`src/rtl/sample_source_responder.sv`:
```
// ---------------------------------------------------------------------------
// sample_source_responder
//
// Responder end of the 4-phase req/ack sample interface feeding the
// resampling filter. Samples from an upstream valid/ready producer are
// buffered in a DEPTH-entry FIFO. Each filter request pops one sample into
// the held data register and raises ack until the request is withdrawn.
//
// Ports
//   clk       in   rising-edge clock
//   rst       in   synchronous active-high reset
//   wr_valid  in   producer has a sample on wr_data
//   wr_ready  out  FIFO can accept a sample this cycle (combinational)
//   wr_data   in   producer sample, bit 0 is MSB
//   req       in   filter request (filter req_in)
//   ack       out  responder acknowledge (filter ack_in), registered
//   data      out  sample answering the current request, registered
//   level     out  FIFO occupancy 0..DEPTH, registered
//   starve    out  request pending in IDLE with an empty FIFO (combinational)
// ---------------------------------------------------------------------------
module sample_source_responder #(
   parameter int DWIDTH    = 16,
   parameter int DEPTH     = 16,
   parameter int DEPTH_LOG = 4
) (
   input  logic                 clk,
   input  logic                 rst,
   input  logic                 wr_valid,
   output logic                 wr_ready,
   input  logic [0:DWIDTH-1]    wr_data,
   input  logic                 req,
   output logic                 ack,
   output logic [0:DWIDTH-1]    data,
   output logic [0:DEPTH_LOG]   level,
   output logic                 starve
);

   localparam logic [DEPTH_LOG:0] C_FULL = (DEPTH_LOG+1)'(DEPTH);

   typedef enum logic {
      S_IDLE = 1'b0,
      S_ACK  = 1'b1
   } state_t;

   state_t                 r_state;
   logic                   r_ack;
   logic [0:DWIDTH-1]      r_data;
   logic [0:DWIDTH-1]      r_mem [DEPTH];
   logic [DEPTH_LOG-1:0]   r_wptr;
   logic [DEPTH_LOG-1:0]   r_rptr;
   logic [DEPTH_LOG:0]     r_level;

   logic                   w_push;
   logic                   w_pop;
   logic                   w_empty;

   assign w_empty  = (r_level == '0);
   assign wr_ready = !rst && (r_level != C_FULL);
   assign w_push   = wr_valid && wr_ready;
   // A pop is only ever taken from IDLE; the registered level means a sample
   // pushed on this same edge cannot answer the request (no fall-through).
   assign w_pop    = (r_state == S_IDLE) && req && !w_empty;
   assign starve   = (r_state == S_IDLE) && req && w_empty;

   assign ack   = r_ack;
   assign data  = r_data;
   assign level = r_level;

   // FIFO storage: contents are not reset, occupancy tracking makes stale
   // entries unreachable.
   always_ff @(posedge clk) begin
      if (w_push) begin
         r_mem[r_wptr] <= wr_data;
      end
   end

   // Pointers and occupancy; pointers wrap naturally at DEPTH (power of two).
   always_ff @(posedge clk) begin
      if (rst) begin
         r_wptr  <= '0;
         r_rptr  <= '0;
         r_level <= '0;
      end else begin
         if (w_push) begin
            r_wptr <= r_wptr + 1'b1;
         end
         if (w_pop) begin
            r_rptr <= r_rptr + 1'b1;
         end
         case ({w_push, w_pop})
            2'b10:   r_level <= r_level + 1'b1;
            2'b01:   r_level <= r_level - 1'b1;
            default: r_level <= r_level;
         endcase
      end
   end

   // Handshake FSM with registered ack/data. ACK is left only when req is
   // low, so exactly one sample is delivered per handshake.
   always_ff @(posedge clk) begin
      if (rst) begin
         r_state <= S_IDLE;
         r_ack   <= 1'b0;
         r_data  <= '0;
      end else begin
         case (r_state)
            S_IDLE: begin
               if (w_pop) begin
                  r_data  <= r_mem[r_rptr];
                  r_ack   <= 1'b1;
                  r_state <= S_ACK;
               end
            end
            S_ACK: begin
               if (!req) begin
                  r_ack   <= 1'b0;
                  r_state <= S_IDLE;
               end
            end
            default: begin
               r_ack   <= 1'b0;
               r_state <= S_IDLE;
            end
         endcase
      end
   end

endmodule

```
`config.mk`:
```
export PLATFORM = sky130hd
export DESIGN_NAME = sample_source_responder
export DESIGN_NICKNAME = d
export VERILOG_FILES = /design/src/rtl/sample_source_responder.sv
export SDC_FILE = /design/constraint.sdc
export NUM_CORES = 1
export LEC_CHECK = 0
export CORE_MARGIN = 4
export CORE_UTILIZATION = 37
export CTS_CLUSTER_SIZE = 10
export DETAILED_ROUTE_END_ITERATION = 8
export GPL_TIMING_DRIVEN = 0
export SYNTH_ARGS = -nofsm -noshare
export SYNTH_HDL_FRONTEND = slang
export SYNTH_SLANG_ARGS = --single-unit
```
`constraint.sdc`:
```
create_clock -name clk -period 3.7 [get_ports clk]
set_input_delay 0.37 -clock clk [delete_from_list [all_inputs] [get_ports clk]]
set_output_delay 0.37 -clock clk [all_outputs]
set_load 0.02 [all_outputs]
```
==> metrics.md <==
| Metric | Value |
|---|---|
| Number of synthesized flops with an enable pin | 256 |
| Synth Flop Type | edfxtp_1 |
| Setup crit start | level[0] |
| Min-delay src | rst |
| CTS tree | built |
| Cell Area, Synth | 11200 um^2 |
| Adder-Cell Fraction of Synth Area | 1.00% |
| DR WL/cell | 22.4 um |
| Die area | 33100 um^2 |
| Setup CP Type | reg -> reg |
| Fraction of registers with async set/reset | 0% |
| IO Pins | 44 |
| Slowest Stage Delay on Critical Path | 0.69 ns |
| Vias per cell | 5.33 |
| First-pass GRT wire length | 38.2 mm |
| Htree depth | 2 |
| Nets | 765 |
| First-pass iteration count of the detailed router | 5 |
| Synthesized flop and latch total | 287 |
| Synth Area in XOR/XNOR | 0.625% |
| Max Transition Viols Final | 0 |
| # port buffers | 42 |
| Vias | 6070 |
| Mux contribution to synthesized area | 12.3% |
| Die width | 182 um |
| Root buffer cell | clkbuf_16 |
| Leak pwr | 4.13 nW |
| CTS clock-pin slew for the worst setup and hold paths | 0.06 ns |
| Crit path max-delay cell type | or4b_2 |
| Total power per unit cell area | 614 nW/um^2 |
| Share of the yosys chip area belonging to registers | 74.1% |
| Initial Utilization | 37.6% |
| Sequential share of power | 46.4% |
| Outcome | finished clean |
| Clock power share | 35.3% |
| Max Cap Violations | 0 |
| Post-DP HPWL | 16.6 mm |
| Count of final hold-check violations | 0 |
| Worst skew pair latency | 0.51 ns |
| CTS buffer count | 34 |
| Avg Cell Area, Syn | 17.4 um^2 |
| Final setup viols | 0 |
| Synthesis Warnings | 0 |
| Crit path launch type | register |
| Comb power frac | 18.3% |
| Dpl cell area | 12400 um^2 |
| Peak supply drop | 0.301 mV |
| Diode count | 0 |
| Tmin final | 3.27 ns |
| Max FO, Critical Path | 11 |
| DRT iter0 DRCs | 481 |
| DRT Wirelength | 25.5 mm |
| Die Y | 182 um |
| Worst hold path class | in -> reg |
| RD Place Congestion | 0.779 |
| Largest net degree at the start of global routing | 17 |
| Psw | 2.18 mW |
| Syn Nets | 673 |
| Initial antenna violation count | 0 |
| Max Fclk | 306 MHz |
| Fin Clk Skew | 0.0209 ns |
| Crit-path cells | clkbuf_1 > inv_1 > a21oi_2 > clkbuf_2 > ha_1 > clkbuf_1 > or4b_2 > a21oi_1 > a31oi_1 > nand3_1 |
| Reg2reg start | level[0] |
| Largest family of logic cells by synthesized area | multiplexers |
| Rel. slew slack | 30.1% |
| Post-synth cell types | 49 |
| Design Power | 8.19 mW |
| Setup crit end kind | register |
| Routed Antenna Nets | 0 |
| Area delta synth->final | 19.1% |
| Post-synthesis compound-gate area fraction | 6.73% |
| Via count of the first global-routing pass | 5990 |
| CTS sink cnt | 287 |
| Final period utilization | 88.4% |
| RSZ-0062 raised after global routing | no |
| Core area | 29800 um^2 |
| Fin cells | 1138 |
| Longest Clk Path Bufs | 3 |
| Hold buffer count at CTS | 0 |
| Post-route DRC | 0 |
| Critical Path Most Common Cell | clkbuf_1 |
| Crit path DAT | 3.70 ns |
| Placed instance count | 1090 |
| GRT overflow | 0 |
| Switch share | 26.6% |
| Num rows | 63 |
| Post-route cell area | 13300 um^2 |
| Cell count after synthesis | 644 |
| Gr usage total | 15.2% |
| Worst Tran Pin Value | 1.04 ns |
| Int Power | 6.01 mW |
| WP data required | 4.13 ns |
| Synth Area in Simple Gates | 3.09% |
| Layout cells sized above 1 | 15.5% |
==> power by group through the flow <==
stage	Combinational (mW)	Sequential, mW	Clock (mW)
after floorplan	0.751	3.98	0
after global placement	1.47	3.87	0
after detailed placement	1.50	3.87	0
after CTS	1.51	3.80	2.94
after global routing	1.63	3.82	3.09
final	1.50	3.80	2.89
==> routing by layer <==
layer	global-route usage [%]	share of wire [%]	up-vias
met5	0	0	-
met4	3.60	1.7	0
met3	2.60	6.0	29
met2	24.7	48	212
met1	21.4	44	3071
li1	-	-	2758
==> cells in the mapped netlist (all sizes together) (2+ instances only) <==
library cell	number	area [um^2]
a2111oi	12	119
a211o	3	26.3
a21oi	20	104
a22oi	4	30.0
a31oi	6	37.5
buf	26	156
clkbuf	15	57.6
dfxtp	31	621
edfxtp	256	7690
ha	9	113
inv	7	26.3
mux2i	91	911
mux4	20	465
nand2	9	33.8
nand2b	6	37.5
nand3	4	20.0
nand3b	2	15.0
nand4	2	12.5
nor2	27	101
nor2b	2	12.5
nor3	6	30.0
o21ai	17	85.1
o22ai	44	275
or3	2	12.5
or3b	2	17.5
xnor2	3	26.3
xor2	5	43.8
==> layout make-up <==
type,count,area (um^2)
clock buffer,47,921
tap,390,488
timing repair buffer,56,671
buffer,41,215
fill,2586,16400
inverter,7,26.3
clock inverter,1,8.76
multi-input combinational,309,2710
sequential,287,8310
==> sequential cells by signal, indices dropped and copies added, names as in the netlist <==
signal   cells
level        5
r_wptr       4
ack          1
r_mem      256
data        16
r_rptr       4
r_state      1
==> path summary, 6_finish.rpt <==
| path | depth (start not counted) | slack [ns] | to |
|---|---|---|---|
| max | 10 | 0.43 | level[0] |
| min | 2 | 0.32 | level[2] |
| max reg2reg | 10 | 0.43 | level[0] |
| min reg2reg | 1 | 0.54 | r_state |
==> timing repair <==
item / 4_1_cts / 5_1_grt
gates resized for setup: 0 / 2
setup endpoints to repair: 0 / 2
setup buffers: 0 / 0
==> through the flow <==
stage	setup slack, ns	hold slack [ns]	utilization, %	TNS, ns
floorplan	0.827	0.469	-	0
finish	0.430	0.320	44.8	0
global route	0.218	0.356	44.8	0
global placement	-0.697	0.502	40.7	-18.67
CTS	0.178	0.307	44.8	0
detailed placement	-0.00535	0.515	41.7	-0.00535
==> logic make-up after synthesis <==
| logic type | count (synthesis) |
|---|---|
| buffers and inverters | 48 |
| DFF | 287 |
| adders and majority gates | 9 |
| muxes | 111 |
| xor gates and xnor gates | 8 |
| AOI/OAI and AO/OA | 114 |
| and+or+nand+nor | 67 |
==> placed cells by master (no fill, tap or decap), types with 5 or more instances in the layout <==
cell type / netlist / final
a31oi_1: 6 / 6
nor2_1: 27 / 15
o21ai_0: 17 / 17
clkbuf_1: 14 / 25
a21oi_1: 19 / 19
buf_8: 0 / 5
mux2i_1: 91 / 91
inv_1: 7 / 7
nand2b_1: 6 / 6
xor2_1: 5 / 5
a2111oi_1: 6 / 6
edfxtp_1: 256 / 256
clkbuf_16: 0 / 35
dfxtp_1: 31 / 31
buf_2: 22 / 22
o22ai_1: 44 / 44
ha_1: 9 / 9
a2111oi_0: 5 / 5
buf_16: 0 / 5
clkdlybuf4s50_1: 0 / 42
nand2_1: 9 / 9
mux4_2: 16 / 16
nor2_2: 0 / 12
==> critical path: cells and delay by family (launching register included) <==
| family | cells | cell delay, ns |
|---|---|---|
| simple gates | 2 | 0.79 |
| flops | 1 | 0.32 |
| buf+inv | 4 | 1.13 |
| fa+ha+maj | 1 | 0.30 |
| compound gates | 3 | 0.65 |
No activity file was read; power rests on OpenSTA's default activity.
